File: config.mk
export PLATFORM = sky130hd
export DESIGN_NAME = wb_port_arbiter_flat
export DESIGN_NICKNAME = d
export VERILOG_FILES = /design/src/rtl/wb_port_arbiter_if.sv /design/src/rtl/wb_port_arbiter.sv /design/src/flat_wrapper.sv
export SDC_FILE = /design/constraint.sdc
export NUM_CORES = 1
export LEC_CHECK = 0
export ABC_AREA = 1
export CAP_MARGIN = 15
export CORE_ASPECT_RATIO = 1.1
export CORE_MARGIN = 2
export CORE_UTILIZATION = 50
export CTS_BUF_LIST = sky130_fd_sc_hd__clkbuf_4 sky130_fd_sc_hd__clkbuf_8 sky130_fd_sc_hd__clkbuf_16
export DETAILED_ROUTE_END_ITERATION = 16
export PLACE_DENSITY_LB_ADDON = 0.3
export SLEW_MARGIN = 20
export SYNTH_ARGS = -nofsm -noshare
export SYNTH_HDL_FRONTEND = slang
export SYNTH_SLANG_ARGS = --single-unit
File: constraint.sdc
create_clock -name clk -period 3.2 [get_ports clk]
set_clock_uncertainty 0.2 [all_clocks]
set_input_delay 0.64 -clock clk [delete_from_list [all_inputs] [get_ports clk]]
set_output_delay 0.64 -clock clk [all_outputs]
set_load 0.02 [all_outputs]
File: src/rtl/wb_port_arbiter_if.sv
// wb_port_arbiter_if: WB write, long-latency result, hazard and RF port bundle.
// Optional WBARB_PERF_EN adds the perf_lu_wb / perf_defer counter outputs.
interface wb_port_arbiter_if #(
    parameter int DEPTH = 4,
    parameter int AW    = 5,
    parameter int DW    = 32
);
    localparam int CW = $clog2(DEPTH) + 1;

    logic          pipe_we;
    logic [AW-1:0] pipe_wa;
    logic [DW-1:0] pipe_wd;
    logic          lu_valid;
    logic [AW-1:0] lu_wa;
    logic [DW-1:0] lu_wd;
    logic          lu_ready;
    logic [AW-1:0] chk_ra1;
    logic [AW-1:0] chk_ra2;
    logic          pend1;
    logic          pend2;
    logic          rf_we;
    logic [AW-1:0] rf_wa;
    logic [DW-1:0] rf_wd;
    logic [CW-1:0] fifo_cnt;
`ifdef WBARB_PERF_EN
    logic [31:0]   perf_lu_wb;
    logic [31:0]   perf_defer;
`endif

    modport master (
`ifdef WBARB_PERF_EN
        input  perf_lu_wb,
        input  perf_defer,
`endif
        output pipe_we,
        output pipe_wa,
        output pipe_wd,
        output lu_valid,
        output lu_wa,
        output lu_wd,
        input  lu_ready,
        output chk_ra1,
        output chk_ra2,
        input  pend1,
        input  pend2,
        input  rf_we,
        input  rf_wa,
        input  rf_wd,
        input  fifo_cnt
    );

    modport slave (
`ifdef WBARB_PERF_EN
        output perf_lu_wb,
        output perf_defer,
`endif
        input  pipe_we,
        input  pipe_wa,
        input  pipe_wd,
        input  lu_valid,
        input  lu_wa,
        input  lu_wd,
        output lu_ready,
        input  chk_ra1,
        input  chk_ra2,
        output pend1,
        output pend2,
        output rf_we,
        output rf_wa,
        output rf_wd,
        output fifo_cnt
    );
endinterface

File: src/rtl/wb_port_arbiter.sv
// wb_port_arbiter: merges WB-stage writes and queued long-latency results
// onto one RF write port. Optional WBARB_PERF_EN adds perf counters.
module wb_port_arbiter #(
    parameter int DEPTH = 4,
    parameter int AW    = 5,
    parameter int DW    = 32
) (
    input logic              clk,
    input logic              rst,
    wb_port_arbiter_if.slave bus
);
    localparam int PW = $clog2(DEPTH);
    localparam int CW = PW + 1;
    localparam logic [CW-1:0] FULL = CW'(DEPTH);

    logic          live_q [DEPTH];
    logic [AW-1:0] wa_q   [DEPTH];
    logic [DW-1:0] wd_q   [DEPTH];
    logic [PW-1:0] rd_ptr;
    logic [PW-1:0] wr_ptr;
    logic [CW-1:0] cnt;

    logic ready;
    logic empty;
    logic enq;
    logic deq;
    logic pipe_wr;
    logic hit1;
    logic hit2;

    assign ready   = cnt < FULL;
    assign empty   = cnt == '0;
    assign enq     = bus.lu_valid && ready;
    assign pipe_wr = bus.pipe_we && (bus.pipe_wa != '0);
    assign deq     = !pipe_wr && !empty;

    assign bus.lu_ready = ready;
    assign bus.fifo_cnt = cnt;

    // RF port select: pipeline first, then FIFO head, else idle
    always_comb begin
        bus.rf_we = 1'b0;
        bus.rf_wa = '0;
        bus.rf_wd = '0;
        if (pipe_wr) begin
            bus.rf_we = 1'b1;
            bus.rf_wa = bus.pipe_wa;
            bus.rf_wd = bus.pipe_wd;
        end else if (!empty) begin
            bus.rf_we = live_q[rd_ptr];
            bus.rf_wa = wa_q[rd_ptr];
            bus.rf_wd = wd_q[rd_ptr];
        end
    end

    // Hazard scan: live queued entries plus the result being accepted now
    always_comb begin
        hit1 = 1'b0;
        hit2 = 1'b0;
        for (int i = 0; i < DEPTH; i++) begin
            if (live_q[i] && wa_q[i] == bus.chk_ra1) hit1 = 1'b1;
            if (live_q[i] && wa_q[i] == bus.chk_ra2) hit2 = 1'b1;
        end
        if (enq && bus.lu_wa == bus.chk_ra1) hit1 = 1'b1;
        if (enq && bus.lu_wa == bus.chk_ra2) hit2 = 1'b1;
    end

    assign bus.pend1 = (bus.chk_ra1 != '0) && hit1;
    assign bus.pend2 = (bus.chk_ra2 != '0) && hit2;

    // Entry storage: squash older same-register entries, retire head, fill tail
    always_ff @(posedge clk) begin
        if (rst) begin
            for (int i = 0; i < DEPTH; i++) begin
                live_q[i] <= 1'b0;
                wa_q[i]   <= '0;
                wd_q[i]   <= '0;
            end
        end else begin
            for (int i = 0; i < DEPTH; i++) begin
                if (pipe_wr && wa_q[i] == bus.pipe_wa) live_q[i] <= 1'b0;
            end
            if (deq) live_q[rd_ptr] <= 1'b0;
            if (enq) begin
                live_q[wr_ptr] <= bus.lu_wa != '0;
                wa_q[wr_ptr]   <= bus.lu_wa;
                wd_q[wr_ptr]   <= bus.lu_wd;
            end
        end
    end

    // Pointers wrap naturally at DEPTH; count tracks net occupancy
    always_ff @(posedge clk) begin
        if (rst) begin
            rd_ptr <= '0;
            wr_ptr <= '0;
            cnt    <= '0;
        end else begin
            if (enq) wr_ptr <= wr_ptr + 1'b1;
            if (deq) rd_ptr <= rd_ptr + 1'b1;
            if (enq && !deq) cnt <= cnt + 1'b1;
            else if (deq && !enq) cnt <= cnt - 1'b1;
        end
    end

`ifdef WBARB_PERF_EN
    // Perf: FIFO-sourced RF writes and drains blocked by the pipeline
    always_ff @(posedge clk) begin
        if (rst) begin
            bus.perf_lu_wb <= '0;
            bus.perf_defer <= '0;
        end else begin
            if (deq && live_q[rd_ptr]) bus.perf_lu_wb <= bus.perf_lu_wb + 1'b1;
            if (pipe_wr && !empty) bus.perf_defer <= bus.perf_defer + 1'b1;
        end
    end
`endif

endmodule

File: src/flat_wrapper.sv
// flat-port wrapper written by rule: the top's interface ports become plain ports
module wb_port_arbiter_flat 
#(
    parameter int DEPTH = 4,
    parameter int AW    = 5,
    parameter int DW    = 32
)
  (clk, rst, bus_pipe_we, bus_pipe_wa, bus_pipe_wd, bus_lu_valid, bus_lu_wa, bus_lu_wd, bus_lu_ready, bus_chk_ra1, bus_chk_ra2, bus_pend1, bus_pend2, bus_rf_we, bus_rf_wa, bus_rf_wd, bus_fifo_cnt);
  wb_port_arbiter_if #(.DEPTH(DEPTH), .AW(AW), .DW(DW)) bus_i ();
  input logic clk;
  input logic rst;
  input wire logic [$bits(bus_i.pipe_we)-1:0] bus_pipe_we;
  input wire logic [$bits(bus_i.pipe_wa)-1:0] bus_pipe_wa;
  input wire logic [$bits(bus_i.pipe_wd)-1:0] bus_pipe_wd;
  input wire logic [$bits(bus_i.lu_valid)-1:0] bus_lu_valid;
  input wire logic [$bits(bus_i.lu_wa)-1:0] bus_lu_wa;
  input wire logic [$bits(bus_i.lu_wd)-1:0] bus_lu_wd;
  output wire logic [$bits(bus_i.lu_ready)-1:0] bus_lu_ready;
  input wire logic [$bits(bus_i.chk_ra1)-1:0] bus_chk_ra1;
  input wire logic [$bits(bus_i.chk_ra2)-1:0] bus_chk_ra2;
  output wire logic [$bits(bus_i.pend1)-1:0] bus_pend1;
  output wire logic [$bits(bus_i.pend2)-1:0] bus_pend2;
  output wire logic [$bits(bus_i.rf_we)-1:0] bus_rf_we;
  output wire logic [$bits(bus_i.rf_wa)-1:0] bus_rf_wa;
  output wire logic [$bits(bus_i.rf_wd)-1:0] bus_rf_wd;
  output wire logic [$bits(bus_i.fifo_cnt)-1:0] bus_fifo_cnt;
  assign bus_i.pipe_we = bus_pipe_we;
  assign bus_i.pipe_wa = bus_pipe_wa;
  assign bus_i.pipe_wd = bus_pipe_wd;
  assign bus_i.lu_valid = bus_lu_valid;
  assign bus_i.lu_wa = bus_lu_wa;
  assign bus_i.lu_wd = bus_lu_wd;
  assign bus_lu_ready = bus_i.lu_ready;
  assign bus_i.chk_ra1 = bus_chk_ra1;
  assign bus_i.chk_ra2 = bus_chk_ra2;
  assign bus_pend1 = bus_i.pend1;
  assign bus_pend2 = bus_i.pend2;
  assign bus_rf_we = bus_i.rf_we;
  assign bus_rf_wa = bus_i.rf_wa;
  assign bus_rf_wd = bus_i.rf_wd;
  assign bus_fifo_cnt = bus_i.fifo_cnt;
  wb_port_arbiter #(.DEPTH(DEPTH), .AW(AW), .DW(DW)) u_core (.clk(clk), .rst(rst), .bus(bus_i));
endmodule
# ---- Word-level counts from Yosys, hierarchy flattened
# Memory sizes are Yosys's and may differ from the RTL's. A register that Yosys moved wholly into a read port is not among the register bits.
# Cells that the tools add are included.
# W data, S select, Z words.
dict set report word_totals {
  elab_cells 120
  reg_bits 7
  ramBits 152
  n_memories 3
}
# memory depth word_bits read_ports rd_ports_with_merged_regs wr line
set mem_list {}
lappend mem_list {u_core.wd_q 4 32 1 1 4 wb_port_arbiter.sv:18} ;# logic [DW-1:0] wd_q [DEPTH];
lappend mem_list {u_core.wa_q 4 5 5 1 4 wb_port_arbiter.sv:17} ;# logic [AW-1:0] wa_q [DEPTH];
lappend mem_list {u_core.live_q 4 1 5 1 5 wb_port_arbiter.sv:16} ;# logic live_q [DEPTH];
dict set report classes {
  n_reduce_logical 34
  muxes 57
  n_addsub 4
  eq_ne 14
  bitwise 4
  order_cmp 1
}
# op n
set ops {}
lappend ops {{$mux W32} 3}
lappend ops {{$eq A5 B5 Y1} 14}
lappend ops {{$mux W1} 40}
lappend ops {{$reduce_or A32 Y1} 1}
lappend ops {{$logic_and A1 B1 Y1} 21}
lappend ops {{$reduce_bool A5 Y1} 4}
lappend ops {{$mux W2} 9}
lappend ops {{$mux W5} 3}
lappend ops {{$mux W3} 2}
lappend ops {{$reduce_or A5 Y1} 1}
lappend ops {{$add A2 B1 Y2 const B} 2}
lappend ops {{$logic_not A1 Y1} 4}
lappend ops {{$or A1 B1 Y1} 4}
lappend ops {{$add A3 B1 Y3 const B} 1}
lappend ops {{$logic_not A3 Y1} 1}
lappend ops {{$lt A3 B3 Y1 const B} 1}
lappend ops {{$sub A3 B1 Y3 const B} 1}
lappend ops {{$reduce_bool A2 Y1} 1}
lappend ops {{$reduce_or A1 Y1} 1}

# ---- Logic depth before layout (Yosys ltp)
# Gate-level depths: netlist of run 1.
dict set report depth {
  depth_word 9
  mapped_depth 13
}

# ---- Worst setup path before layout of run 1
# No wires, ideal clock.
dict set report synth_timing {
  path_kind {input port to flip-flop}
  startpoint {input bus_lu_valid}
  endpoint {memory u_core.wa_q[0][0] (enable)}
  arrival_time_ps 2324
  t_required_ps 2605
  path_buffers 2
  cell_stages 10
  slack_ps 281
  setup_time_ps 395
  cell_sequence {inv_1 -> nor2_4 -> inv_2 -> nor2_8 -> inv_2 -> nor2_4 -> nand2_2 -> buf_6 -> buf_6 -> nand2_1}
}
# element line
set synth_lines {}
lappend synth_lines {{start: declaration} flat_wrapper.sv:15} ;# input wire logic [$bits(bus_i.lu_valid)-1:0] bus_lu_valid;
lappend synth_lines {{end: declaration} wb_port_arbiter.sv:17}

# ---- Final worst setup path of run 1
dict set report layout_timing {
  startpoint {input bus_pipe_wa[3]}
  endpoint {output bus_rf_wd[0]}
}
dict set report layout_between {
  elab_chain_cells 3
}
# element line
set layout_lines {}
lappend layout_lines {{start: declaration} flat_wrapper.sv:13} ;# input wire logic [$bits(bus_i.pipe_wa)-1:0] bus_pipe_wa;
lappend layout_lines {{$reduce_bool A5 Y1} wb_port_arbiter.sv:34} ;# assign pipe_wr = bus.pipe_we && (bus.pipe_wa != '0);
lappend layout_lines {{$logic_and A1 B1 Y1} wb_port_arbiter.sv:34}
lappend layout_lines {{$mux W32} wb_port_arbiter.sv:45} ;# if (pipe_wr) begin
lappend layout_lines {{end: declaration} flat_wrapper.sv:25} ;# output wire logic [$bits(bus_i.rf_wd)-1:0] bus_rf_wd;
# No other way between the ends.

==> results of run 1 <==
registers in the layout, summed over array words and instances (netlist names), named ones only:
register	count
u_core.bus.fifo_cnt	3
u_core.wa_q	20
u_core.wr_ptr	2
u_core.live_q	4
u_core.rd_ptr	2
u_core.wd_q	128
placed cells by master (no fill, tap or decap), drive strengths merged, types with 4 or more instances in the layout:
cell type        n
o21ai          132
nand3           25
dlygate4sd2      4
inv             89
nor3             5
a21oi           23
clkbuf          26
clkinv           4
xnor2            8
edfxtp         152
xor2            13
ha               9
nor2           268
nand2          167
dfxtp            9
clkdlybuf4s50   90
buf             76
clkinvlp         5
o22a            32
clkdlybuf4s15    8
layout make-up:
class / instances / area [µm²]
well taps: 234 / 293
repair buffers: 189 / 1730
inverters: 85 / 323
clock inverters: 15 / 175
flip-flops and latches: 161 / 4750
fillers: 1415 / 6000
clock buffers: 17 / 425
multi-input cells: 691 / 3260
synth_stat cells, drive strengths merged:
| cell | n |
|---|---|
| a21oi | 23 |
| a31oi | 1 |
| buf | 34 |
| clkbuf | 22 |
| dfxtp | 9 |
| edfxtp | 152 |
| fa | 1 |
| ha | 9 |
| inv | 85 |
| nand2 | 167 |
| nand3 | 25 |
| nand4 | 3 |
| nor2 | 268 |
| nor3 | 5 |
| o21ai | 132 |
| o21bai | 1 |
| o22a | 32 |
| o22ai | 3 |
| xnor2 | 8 |
| xor2 | 13 |
repair_timing:
item / 4_1_cts / 5_1_grt
hold buffers: 0 / 0
setup endpoints to repair: 39 / 26
buffers inserted: 1 / 0
pin swaps: 1 / 3
resized for setup: 141 / 27
worst min-delay path: stages (launching register included):
cell and delay, ps:
dfxtp_1 350, inv_1 60, a21oi_1 50
routing by layer:
metal | vias up | part of all wire | global-route usage
li1 | 3587 | - | -
met1 | 3502 | 0.41 | 0.345
met2 | 314 | 0.50 | 0.458
met3 | 52 | 0.063 | 0.0520
met4 | 0 | 0.032 | 0.116
met5 | - | 0 | 0
final timing paths:
check / from / to / slack (ps) / cells after the start
hold / removal: u_core.bus.fifo_cnt[1] / u_core.bus.fifo_cnt[1] / 310 / 2
setup reg to reg: u_core.bus.fifo_cnt[2] / u_core.bus.fifo_cnt[2] / 850 / 11
hold reg to reg: u_core.bus.fifo_cnt[1] / u_core.bus.fifo_cnt[1] / 310 / 2
setup / recovery: bus_pipe_wa[3] / bus_rf_wd[0] / 110 / 10
logic make-up after synthesis:
group,Yosys count,synth area share
simple gates,468,0.214
compound gates,192,0.127
flops,161,0.551
buf+inv,141,0.0710
xor+xnor,21,0.0214
fa+ha+maj,10,0.0154
power breakdown:
group          switching, W  internal (W)
clock network      0.000895       0.00117
registers          0.000130       0.00257
logic               0.00151      0.000909
per-stage QoR:
stage / hold slack (ps) / utilization / std cells / cell area (µm²) / power (W)
detailed placement: 304 / 0.616 / 1359 / 10400 / 0.00525
floorplan: 303 / - / 993 / 8600 / 0.00420
global route: 338 / 0.646 / 1392 / 11000 / 0.00753
global placement: 293 / 0.616 / 1359 / 10400 / 0.00520
finish: 313 / 0.646 / 1392 / 11000 / 0.00719
CTS: 314 / 0.648 / 1392 / 11000 / 0.00722
==> results_dict.tcl, run 1 <==
set metrics [dict create \
    post-route-drc-count 0 \
    rsz0062_at_grt "no" \
    wl_per_cell_um 17.3 \
    cp-start-kind "primary input" \
    grt.overflow.total 0 \
    hold_path_class "reg2reg" \
    hold_viol 0 \
    slew_violations 0 \
    drtPass1Iterations 5 \
    min_period_over_period 0.966 \
    endpoint_kind "output port" \
    ys_ff_latch 161 \
    synth_cells 993 \
    drive_gt1_frac 0.123 \
    core_um2 17000 \
    worstSetupPathType "in2out" \
    initial_core_util 0.507 \
    worst_path_largest_cell_delay_ps 510 \
    chipHeight_um 142 \
    port_buffers 131 \
    status "finished clean" \
    finalCriticalPeriod_ps 3090 \
    ios 132 \
    clk_pin_slew_ps 60 \
    max_freq_mhz 323 \
    ir_drop_mv 0.452 \
    slew_headroom 0.621 \
    tightest_slew_ps 564 \
    final.setup.worst_slack_ps 107 \
    cts.path.max_buffers 2 \
    p_leak_nw 4.67 \
    antenna_found_initial 0 \
    powerDensity_nw_per_um2 656 \
    cp_max_fo 14 \
    yosysSeqAreaShare 0.551 \
    worstPathArrival_ps 2250 \
    ant_nets 0 \
    dieArea_um2 18300 \
    netlist_top_cells_area "edfxtp_1, nor2_1, o21ai_0" \
    nNetsFinal 1243 \
    cts_root_buffer "clkbuf_16" \
    die_w_um 129 \
    gp_congestion 0.983 \
    dpl.hpwl_mm 15.2 \
    antenna_cells 0 \
    first_iter_violations 685 \
    worstPathRequired_ps 2360 \
    path_buf_inv 6 \
    place_ws_ps -368 \
    grt_pass1_vias 7307 \
    cts_tree "yes" \
    yosysTopAreaCellShare 0.531 \
    synth_cell_type_count 28 \
    viasPerCell 5.36 \
    area_growth_pct 27.3 \
    grt_max_degree 47 \
    crit_chain "clkdlybuf4s50_1 -> inv_1 -> nand4_1 -> nand2_1 -> buf_6 -> clkinvlp_4 -> buf_6 -> nand2_1 -> o21ai_0 -> clkdlybuf4s15_2" \
    clock_sinks 161 \
    maxCapViolCount 0 \
    num_vias 7455 \
    cts_made_buffers 17 \
    slowest_stage "clkdlybuf4s50_1" \
    htree_levels 4 \
    synth.cell_area_um2 8600 \
    synth_top_cell_by_area "edfxtp_1" \
    path_delay_family "buffers and inverters" \
    setup_violations 0 \
    drt_wl_total_mm 24.1 \
    clk-insertion-delay-late_ps 440 \
    grt_pass1_wl_mm 37.6 \
    ys_warn_count 0 \
    synth_area_per_cell_um2 8.66 \
    syn_nets 1091 \
    rows 50 \
    setup-tns-final_ps 0 \
    track_usage 0.272 \
]
No activity file was read; power rests on OpenSTA's default activity.
==> run 2, diff against run 1 <==
==> constraint.sdc (replaced) <==
create_clock -name clk -period 3.9 [get_ports clk]
set_clock_uncertainty 0.2 [all_clocks]
set_input_delay 0.78 -clock clk [delete_from_list [all_inputs] [get_ports clk]]
set_output_delay 0.78 -clock clk [all_outputs]
set_load 0.02 [all_outputs]
==> results_dict.tcl, run 2 (same netlist as run 1, synthesis figures left out) <==
set metrics [dict create \
    dpl.hpwl_mm 15.1 \
    htree_levels 4 \
    setup_violations 0 \
    regToRegSetupSlack_ps 1510 \
    grt_pass1_wl_mm 36.2 \
    cp_max_fo 27 \
    r2r_end "u_core.bus.fifo_cnt[2]" \
    slew_headroom 0.491 \
    r2r-start "u_core.bus.fifo_cnt[2]" \
    p_clk_frac 0.276 \
    grt.overflow.total 0 \
    nNetsFinal 1216 \
    reg_top3 "u_core.wd_q x128, u_core.wa_q x20, u_core.live_q x4" \
    setup-tns-final_ps 0 \
    max_freq_mhz 260 \
    track_usage 0.263 \
    viasPerCell 5.30 \
    gp_congestion 1.01 \
    cp-start-kind "primary input" \
    hold_viol 0 \
    cts.path.max_buffers 2 \
    regMostFlops "u_core.wd_q" \
    stdcell_count 1365 \
    ios 132 \
    holdPathStages 2 \
    rows 50 \
    min_period_over_period 0.986 \
    status "finished clean" \
    sw_frac_of_total 0.348 \
    port_buffers 131 \
    holdCritStartpoint "u_core.bus.fifo_cnt[1]" \
    clk_pin_slew_ps 70 \
    die_w_um 129 \
    worstSetupPathType "in2out" \
    cts_root_buffer "clkbuf_16" \
    cts_setup_buffers 0 \
    final_cell_mix "nor2_1, nand2_1, edfxtp_1, o21ai_0, clkdlybuf4s50_1" \
    finalPower_w 0.00584 \
    first_iter_violations 600 \
    fillCellCount 1428 \
    powerDensity_nw_per_um2 535 \
    placed_area_um2 10300 \
    endpoint_kind "output port" \
    maxCapViolCount 0 \
    switchingPower_w 0.00204 \
    layout_commonest_cell "nor2_1" \
    clock_sinks 161 \
    cts_tree "yes" \
    ant_nets 0 \
    min_to "u_core.bus.fifo_cnt[1]" \
    drive_gt1_frac 0.0681 \
    worstPathArrival_ps 2870 \
    worst_r2r_path_depth 11 \
    hold_path_class "reg2reg" \
    comb_power_share 0.340 \
    chipHeight_um 142 \
    ir_drop_mv 0.312 \
    num_vias 7237 \
    drtPass1Iterations 5 \
    antenna_cells 0 \
    initial_core_util 0.507 \
    slew_violations 0 \
    p_leak_nw 4.79 \
    worstPathRequired_ps 2920 \
    core_um2 17000 \
    post-route-drc-count 0 \
    grt_pass1_vias 7035 \
    fin_area_um2 10900 \
    tightest_slew_ps 758 \
    antenna_found_initial 0 \
    dpl.cell_count 1333 \
    finalCriticalPeriod_ps 3850 \
    area_growth_pct 26.8 \
    p_int_w 0.00381 \
    wl_per_cell_um 17.3 \
    grt_max_degree 61 \
    drt_wl_total_mm 23.7 \
    clk-insertion-delay-late_ps 420 \
    dieArea_um2 18300 \
    largest_reg_flops 128 \
    cts_made_buffers 17 \
    p_seq_frac 0.384 \
]
## run 2: worst max-delay path by stage
stage / startpoint / to / slack [ps] / cells after the start
6_report: bus_pipe_wa[3] / bus_rf_wd[16] / 50 / 10
5_1_grt: bus_pipe_wa[3] / bus_rf_wd[27] / -4 / 10
4_1_cts: bus_pipe_wa[3] / bus_rf_wd[8] / 60 / 10
3_5_place_dp: bus_pipe_wa[3] / bus_rf_wd[8] / 70 / 10
3_3_place_gp: bus_pipe_wa[3] / bus_rf_wd[21] / 140 / 10
2_1_floorplan: bus_lu_valid / u_core.wa_q[0][0] / 840 / 10
## run 2: layer usage
metal	GRT usage	share of wire	vias up
met2	0.455	0.51	294
met4	0.113	0.030	0
met3	0.0520	0.065	46
met1	0.319	0.40	3354
li1	-	-	3543
met5	0	0	-
## run 2: stage by stage
step / util / worst slack (ps) / hold slack (ps)
2_1_floorplan: - / 841 / 303
3_3_place_gp: 0.606 / 136 / 289
3_5_place_dp: 0.606 / 73.6 / 299
4_1_cts: 0.640 / 55.4 / 309
5_1_grt: 0.644 / -3.57 / 322
6_report: 0.644 / 53.8 / 305
## run 2: layout make-up
class	instances	area, µm²	area share
flip-flops and latches	161	4750	0.435
multi-input cells	691	3260	0.299
repair buffers	162	1720	0.157
clock buffers	17	425	0.0390
inverters	85	319	0.0292
well taps	234	293	0.0268
clock inverters	15	150	0.0138
## run 2: what timing repair did
item | 4_1_cts | 5_1_grt
hold buffers | 0 | 0
resized for setup | 0 | 24
setup endpoints to repair | 0 | 24
## run 2: worst max-delay path: stages
cell,delay (ps)
clkdlybuf4s50_1,520
inv_1,120
nand4_1,110
nand2_1,70
buf_4,150
inv_1,130
buf_12,200
nand2_1,60
o21ai_0,70
clkdlybuf4s50_1,630
## run 2: power groups by stage
stage	clock network, W	registers [W]	logic [W]
2_1_floorplan	0	0.00224	0.00121
3_3_place_gp	0	0.00227	0.00197
3_5_place_dp	0	0.00228	0.00200
4_1_cts	0.00162	0.00224	0.00201
5_1_grt	0.00169	0.00227	0.00217
6_report	0.00161	0.00224	0.00199
==> run 3, diff against run 2 <==
--- a/config.mk
+++ b/config.mk
@@ -12,7 +12,8 @@
 export CORE_UTILIZATION = 50
 export CTS_BUF_LIST = sky130_fd_sc_hd__clkbuf_4 sky130_fd_sc_hd__clkbuf_8 sky130_fd_sc_hd__clkbuf_16
 export DETAILED_ROUTE_END_ITERATION = 16
-export PLACE_DENSITY_LB_ADDON = 0.3
+export GPL_TIMING_DRIVEN = 0
+export PLACE_DENSITY = 0.78
 export SLEW_MARGIN = 20
 export SYNTH_ARGS = -nofsm -noshare
 export SYNTH_HDL_FRONTEND = slang
==> results_dict.tcl, run 3 (same netlist as run 1, synthesis figures left out) <==
set metrics [dict create \
    core_um2 17000 \
    grt.overflow.total 0 \
    worst_r2r_path_depth 8 \
    die_w_um 129 \
    p_clk_frac 0.278 \
    regMostFlops "u_core.wd_q" \
    hold_path_class "reg2reg" \
    setup_violations 0 \
    drive_gt1_frac 0.0843 \
    largest_reg_flops 128 \
    powerDensity_nw_per_um2 542 \
    layout_commonest_cell "nor2_1" \
    grt_max_degree 28 \
    regToRegSetupSlack_ps 1090 \
    initial_core_util 0.507 \
    finalCriticalPeriod_ps 3810 \
    p_seq_frac 0.381 \
    clk-insertion-delay-late_ps 420 \
    ant_nets 0 \
    num_vias 7486 \
    clock_sinks 161 \
    hold_buffers 0 \
    clk_pin_slew_ps 60 \
    nNetsFinal 1237 \
    ir_drop_mv 0.345 \
    post-route-drc-count 0 \
    tightest_slew_ps 693 \
    viasPerCell 5.41 \
    rows 50 \
    cts_made_buffers 17 \
    worstPathRequired_ps 2920 \
    slew_violations 0 \
    cts_root_buffer "clkbuf_16" \
    slowest_stage "clkdlybuf4s50_1" \
    dieArea_um2 18300 \
    worst_path_largest_cell_delay_ps 610 \
    antenna_found_initial 0 \
    gp_congestion 0.925 \
    path_delay_family "buffers and inverters" \
    cts.path.max_buffers 2 \
    htree_levels 4 \
    final_cell_mix "nor2_1, nand2_1, edfxtp_1, o21ai_0, clkdlybuf4s50_1" \
    fillCellCount 1428 \
    path_buf_inv 3 \
    grt_pass1_wl_mm 38.1 \
    wl_per_cell_um 17.7 \
    reg_top3 "u_core.wd_q x128, u_core.wa_q x20, u_core.live_q x4" \
    chipHeight_um 142 \
    slew_headroom 0.536 \
    drt_wl_total_mm 24.5 \
    cts_tree "yes" \
    place_ws_ps -529 \
    r2r_end "u_core.wd_q[1][28]" \
    sw_frac_of_total 0.353 \
    p_leak_nw 4.60 \
    status "finished clean" \
    final_util 0.636 \
    r2r-start "u_core.bus.fifo_cnt[2]" \
    antenna_cells 0 \
    rsz0062_at_grt "no" \
    first_iter_violations 654 \
    crit_chain "clkdlybuf4s50_1 -> inv_1 -> nand2_1 -> nand2_1 -> nor2_1 -> nand3_1 -> nand2_1 -> nor2_1 -> nor2_1 -> clkdlybuf4s50_1" \
    crit_start "bus_chk_ra2[3]" \
    finalPower_w 0.00584 \
    crit_cells 10 \
    setup-tns-final_ps 0 \
    track_usage 0.276 \
    worstSetupPathType "in2out" \
    critPathCapture "bus_pend2" \
    grt_pass1_vias 7374 \
    area_growth_pct 25.3 \
    min_period_over_period 0.977 \
    p_int_w 0.00378 \
    maxCapViolCount 0 \
    port_buffers 123 \
    hold_viol 0 \
    comb_power_share 0.342 \
    cp-start-kind "primary input" \
    worstPathArrival_ps 2830 \
    final.setup.worst_slack_ps 89.2 \
    ios 132 \
    cp_max_fo 7 \
    endpoint_kind "output port" \
    dpl.hpwl_mm 17.1 \
    drtPass1Iterations 7 \
    max_freq_mhz 262 \
    switchingPower_w 0.00206 \
]
## run 3: what timing repair did
action / CTS / global route
pin swaps: 0 / 0
setup buffers: 0 / 0
setup endpoints to repair: 37 / 22
resized for setup: 58 / 29
## run 3: worst register-to-register path: stages (launching register included)
cell and delay (ps):
dfxtp_1 350, nor2_4 240, inv_2 110, nor2_8 140, nand3_1 190, buf_2 270, buf_2 230, nand2_2 540
buf_16 240
## run 3: area by class of cell
class	count	area, µm²	share of cell area
well taps	234	293	0.0272
repair buffers	127	1280	0.119
clock buffers	18	433	0.0402
inverters	85	319	0.0296
clock inverters	13	140	0.0130
multi-input cells	691	3270	0.303
plain buffers	56	304	0.0282
flip-flops and latches	161	4740	0.440
## run 3: power by group through the flow
stage                     registers, W  clock network (W)  logic (W)
after detailed placement       0.00226                  0    0.00205
after floorplan                0.00224                  0    0.00121
after CTS                      0.00222            0.00162    0.00201
final                          0.00223            0.00162    0.00200
after global placement         0.00226                  0    0.00199
after global routing           0.00224            0.00169    0.00217
## run 3: worst min-delay path by stage
stage / start / end / slack, ps / cells after the start
after global placement: u_core.bus.fifo_cnt[1] / u_core.bus.fifo_cnt[1] / 290 / 2
final: u_core.bus.fifo_cnt[1] / u_core.bus.fifo_cnt[1] / 310 / 2
after CTS: u_core.bus.fifo_cnt[1] / u_core.bus.fifo_cnt[1] / 310 / 2
after floorplan: u_core.rd_ptr[1] / register / 300 / 2
after detailed placement: u_core.bus.fifo_cnt[1] / u_core.bus.fifo_cnt[1] / 300 / 2
after global routing: u_core.bus.fifo_cnt[1] / u_core.bus.fifo_cnt[1] / 340 / 2
## run 3: through the flow
step / hold WS (ps) / std cells / instance area, µm²
4_1_cts: 311 / 1385 / 10800
2_1_floorplan: 303 / 993 / 8600
6_report: 311 / 1385 / 10800
5_1_grt: 343 / 1385 / 10800
3_5_place_dp: 302 / 1354 / 10200
3_3_place_gp: 290 / 1350 / 10100
## run 3: per-layer routing
layer | part of all wire | vias to the layer above | global-route usage
li1 | - | 3580 | -
met5 | 0 | - | 0
met1 | 0.40 | 3527 | 0.339
met4 | 0.029 | 0 | 0.117
met2 | 0.51 | 334 | 0.479
met3 | 0.064 | 45 | 0.0456
